File: src/rtl/fmap_pkg.sv
// Shared types and sizing helpers for the feature-map collector.
package fmap_pkg;

    typedef enum logic {FILL, HOLD} collect_state_t;

    function automatic int flat_elems(int ch, int h, int w);
        return ch * h * w;
    endfunction

    // Index register width; a single-element frame still needs one bit.
    function automatic int idx_width(int n);
        return (n > 1) ? $clog2(n) : 1;
    endfunction

endpackage

File: src/rtl/fmap_collect.sv
// Streaming-to-flat collector: packs CH*IN_H*IN_W channel-major elements into one
// flat vector and holds it under a valid/ready handshake until it is taken.
module fmap_collect
    import fmap_pkg::*;
#(
    parameter int CH        = 1,
    parameter int IN_H      = 1,
    parameter int IN_W      = 1,
    parameter int WIDTH     = 16,
    parameter     precision = "Q8.8"
) (
    input  logic                            clk,
    input  logic                            rst_n,
    input  logic                            in_valid,
    output logic                            in_ready,
    input  logic signed [WIDTH-1:0]         in_data,
    input  logic                            in_last,
    output logic                            out_valid,
    input  logic                            out_ready,
    output logic signed [flat_elems(CH, IN_H, IN_W)*WIDTH-1:0] out_vec,
    output logic                            frame_err
);

    localparam int N  = flat_elems(CH, IN_H, IN_W);
    localparam int IW = idx_width(N);
    localparam logic [IW-1:0] LAST_IDX = IW'(N - 1);

    // Handshake: an element moves when in_valid && in_ready; a frame moves when
    // out_valid && out_ready. Both readies/valids decode from state alone.
    collect_state_t  state;
    logic [IW-1:0]   idx;
    logic            accept;
    logic            at_end;
    logic [N-1:0]    wr_en;

    assign in_ready  = (state == FILL);
    assign out_valid = (state == HOLD);
    assign accept    = in_valid && (state == FILL);
    assign at_end    = (idx == LAST_IDX);

    always_ff @(posedge clk or negedge rst_n) begin
        if (!rst_n) begin
            state     <= FILL;
            idx       <= '0;
            frame_err <= 1'b0;
        end else begin
            frame_err <= 1'b0;
            case (state)
                FILL: begin
                    if (accept) begin
                        if (at_end) begin
                            idx       <= '0;
                            state     <= HOLD;
                            frame_err <= !in_last;
                        end else if (in_last) begin
                            // Early last: drop the element and resync on the next one.
                            idx       <= '0;
                            frame_err <= 1'b1;
                        end else begin
                            idx <= idx + IW'(1);
                        end
                    end
                end
                HOLD: begin
                    if (out_ready) state <= FILL;
                end
                default: state <= FILL;
            endcase
        end
    end

    // One-hot slice write enables; stale words of a dropped frame are kept.
    for (genvar k = 0; k < N; k++) begin : g_slice
        assign wr_en[k] = accept && (idx == IW'(k)) && (at_end || !in_last);

        always_ff @(posedge clk or negedge rst_n) begin
            if (!rst_n)
                out_vec[k*WIDTH +: WIDTH] <= '0;
            else if (wr_en[k])
                out_vec[k*WIDTH +: WIDTH] <= in_data;
        end
    end

endmodule

File: config.mk
export PLATFORM = sky130hd
export DESIGN_NAME = fmap_collect
export DESIGN_NICKNAME = d
export VERILOG_FILES = /design/src/rtl/fmap_pkg.sv /design/src/rtl/fmap_collect.sv
export SDC_FILE = /design/constraint.sdc
export NUM_CORES = 1
export LEC_CHECK = 0
export ABC_CLOCK_PERIOD_IN_PS = 1550
export BUFFER_PORTS_ARGS = -buffer_cell sky130_fd_sc_hd__buf_4
export CAP_MARGIN = 0
export CORE_ASPECT_RATIO = 0.75
export CORE_UTILIZATION = 38
export CTS_CLUSTER_DIAMETER = 200
export CTS_CLUSTER_SIZE = 14
export DETAILED_ROUTE_END_ITERATION = 8
export GPL_TIMING_DRIVEN = 0
export PLACE_DENSITY = 0.81
export SLEW_MARGIN = 10
export SYNTH_ARGS = -nofsm -noshare
export SYNTH_HDL_FRONTEND = slang
export SYNTH_SLANG_ARGS = --single-unit
File: constraint.sdc
create_clock -name clk -period 1.55 [get_ports clk]
set_input_delay 0.155 -clock clk [delete_from_list [all_inputs] [get_ports clk]]
set_output_delay 0.155 -clock clk [all_outputs]
set_load 0.005 [all_outputs]
==> results.py <==
metrics = {
    "status": {
        "result_of_the_run": "finished, violations left",
        "violated_checks": "negative setup slack",
    },
    "yosys": {
        "netlist_instances": 46,
        "synth_async_sr_flop_share_pct": 100.0,
        "netlist.top_cell.by_area": "sky130_fd_sc_hd__dfrtp_1",
        "yosys_warnings": 0,
        "ys_seq_elements": 19,
        "post_synth_edffs": 0,
        "synth.top_cell.area_share_pct": 63.33,
        "synth.most_common_cell": "sky130_fd_sc_hd__dfrtp_1",
        "post_synth_design_cell_area_um2": 750.7,
        "synth_seq_area_share_pct": 63.33,
        "ys_top_cells_by_count": "sky130_fd_sc_hd__dfrtp_1 (19), sky130_fd_sc_hd__mux2_2 (16), sky130_fd_sc_hd__inv_1 (3)",
        "postSynthAreaPerCell_um2": 16.32,
        "synth.distinct_cells": 10,
        "ys.flop_type": "sky130_fd_sc_hd__dfrtp_1",
        "synth_area_leaders": "sky130_fd_sc_hd__dfrtp_1 (63%), sky130_fd_sc_hd__mux2_2 (24%), sky130_fd_sc_hd__ha_1 (3.3%)",
        "synth_fp_nets": 69,
    },
    "hold_path": {
        "hp-class": "input port to flip-flop",
        "beginning_of_the_worst_hold_path": "out_ready",
        "holdPathStages": 2,
        "hold-path-endpoint": "out_valid",
    },
    "detailed_routing": {
        "wirelength_um": 1653,
        "vias_per_cell": 4.702,
        "detailedRoute.firstPassIterationCount": 2,
        "drt_iter0_drc": 1,
        "drc": 0,
        "detail-route-antenna-nets": 0,
        "route.detailed.wl_per_inst_um": 14.50,
        "dr_total_vias": 536,
    },
    "clock_network": {
        "numCtsBuffers": 3,
        "cts.sink_count": 19,
        "worst_skew_pair.late_latency_ns": 0.30,
        "cts_htree_levels": 1,
        "cts_tree": "done",
        "clock_tree_root": "sky130_fd_sc_hd__clkbuf_4",
        "clkTransAtPathRegs_ns": 0.11,
        "cts-root-to-sink-buffers": 2,
    },
    "global_route": {
        "first_pass_grt_wire_length_um": 2339,
        "gr-usage-all-layers_pct": 16.71,
        "grt_max_degree": 20,
        "grt_pass1_vias": 534,
        "grt_antenna_before_repair": 0,
        "globalRoute.totalOverflow": 0,
    },
    "cells_and_area": {
        "layout.nets": 116,
        "drive_gt1_share_pct": 70.65,
        "antennaDiodeCount": 0,
        "area_overhead_vs_synth_pct": 57.00,
    },
    "floorplan": {
        "effective_utilization_at_floorplan_pct": 41.96,
        "core_region_area_mm2": 0.001789,
        "top_level_ports": 40,
        "placementRows": 13,
        "die-height_um": 40.49,
        "design.die.area_mm2": 0.002159,
        "die_span_x_um": 53.33,
    },
    "power_and_ir_drop": {
        "finalPower_mw": 1.312,
        "power_density_mw_per_mm2": 1113,
        "power_leakage_nw": 0.5956,
        "irDropWorstVdd_mv": 0.8368,
    },
    "worst_setup_path": {
        "worst_setup_path_end_kind": "flip-flop",
        "critPathLaunchType": "flip-flop",
        "timing.rr.end": "out_vec[6]",
        "r2r_start": "idx",
        "path_max_fanout": 6,
        "worstPathArrival_ns": 1.77,
        "critPathKind": "flip-flop to flip-flop",
        "worst_r2r_path_depth": 4,
        "worst_ep_required_time_ns": 1.73,
        "reg2reg_setup_slack_ns": -0.04,
    },
    "timing": {
        "fin_setup_tns_ns": -0.3121,
        "max_freq_mhz": 629.5,
        "worst-slew-pin-transition_ns": 0.2488,
        "final-hold-violation-count": 0,
        "finalCritPeriodShare_pct": 102.5,
        "slew-limit-headroom_pct": 83.34,
        "timing.final.ws_setup_ns": -0.03868,
        "maxSlewViolCount": 0,
        "clock_skew_ns": 0.01286,
        "setup_viol_count_final": 16,
        "setup_repair_after_global_routing_missed_its_margin": "yes",
        "finalHoldWorstSlack_ns": 0.02565,
        "min_period_ns": 1.589,
    },
    "flow_run": {
        "cap_violations": 0,
    },
    "place": {
        "detailed_place_hpwl_um": 1143,
        "gp_routability_congestion": 0.6191,
        "portBuffers": 39,
        "dp_worst_setup_slack_ns": -0.2838,
    },
}
## report_power, final
| group | switching [mW] | leakage (nW) | total, mW | internal (mW) |
|---|---|---|---|---|
| Sequential | 0.0587 | 0.224 | 0.654 | 0.595 |
| Clock | 0.148 | 0.0177 | 0.244 | 0.0961 |
| Combinational | 0.126 | 0.353 | 0.415 | 0.289 |
| Total | 0.332 | 0.596 | 1.31 | 0.980 |
## registers in the layout (all words and copies together) (netlist names)
name / cells
frame_err: 1
out_valid: 1
out_vec: 16
idx: 1
## final cells by class
class / count / area, um^2
timing repair buffer: 42 / 317.8
clock inverter: 1 / 5.005
inverter: 3 / 11.26
clock buffer: 3 / 22.52
fill: 147 / 610.6
sequential: 19 / 476.7
buffer: 1 / 11.26
multi-input combinational: 23 / 306.5
tap: 22 / 27.53
## kinds of logic after synthesis
group           count (synthesis)  share of synthesized area, %
simple gates                    3                         4.500
fa+ha+maj                       2                         3.333
flops                          19                         63.33
mux                            16                         24.00
compound gates                  2                         1.834
buf+inv                         4                         3.000
## critical path, cell delays in order, from the launching register on
cell and delay (ns):
sky130_fd_sc_hd__dfrtp_2 0.44, sky130_fd_sc_hd__ha_4 0.17, sky130_fd_sc_hd__nor4b_4 0.31, sky130_fd_sc_hd__buf_4 0.21
sky130_fd_sc_hd__mux2_2 0.34
## layout by cell type, fill, tap and decap left out
cell and instances:
sky130_fd_sc_hd__ha_1 1, sky130_fd_sc_hd__clkinv_2 1, sky130_fd_sc_hd__mux2_2 5, sky130_fd_sc_hd__dlygate4sd3_1 1, sky130_fd_sc_hd__o21a_1 1, sky130_fd_sc_hd__buf_4 41
sky130_fd_sc_hd__inv_1 3, sky130_fd_sc_hd__buf_6 1, sky130_fd_sc_hd__clkbuf_4 3, sky130_fd_sc_hd__nor4b_4 1, sky130_fd_sc_hd__nand2b_1 1, sky130_fd_sc_hd__dfrtp_1 18
sky130_fd_sc_hd__mux2_4 11, sky130_fd_sc_hd__ha_4 1, sky130_fd_sc_hd__nor2_1 1, sky130_fd_sc_hd__dfrtp_2 1, sky130_fd_sc_hd__o22ai_1 1
## timing repair
action | CTS | global route
resized for setup | 4 | 9
endpoints found under the setup margin | 16 | 16
pin swaps | 1 | 0
setup buffers | 2 | 0
gates cloned | 0 | 0
hold endpoints to repair | 19 | 0
hold buffers | 1 | 0
## per-layer routing
metal | vias up | wire [um] | track usage [%]
met3 | 0 | 129 | 7.197
met5 | - | 0 | 0
met1 | 253 | 676 | 16.47
met4 | 0 | 0 | 3.947
met2 | 29 | 847 | 32.81
li1 | 254 | - | -
## how the worst max path moves through the flow
stage	from	to	cells past startpoint
final	idx	out_vec[6]	4
after global routing	idx	out_vec[6]	4
after CTS	idx	out_vec[6]	4
after detailed placement	idx	out_vec[2]	4
after global placement	idx	out_vec[2]	4
after floorplan	idx	out_vec[0]	4
## stage by stage
| step | instance area, um^2 | cells | util (%) |
|---|---|---|---|
| 6_report | 1179 | 114 | 65.87 |
| 5_1_grt | 1179 | 114 | 65.87 |
| 4_1_cts | 1145 | 114 | 63.99 |
| 3_5_place_dp | 1074 | 107 | 60.00 |
| 3_3_place_gp | 1074 | 107 | 60.00 |
| 2_1_floorplan | 753.2 | 46 | - |
No activity file was read; power rests on OpenSTA's default activity.
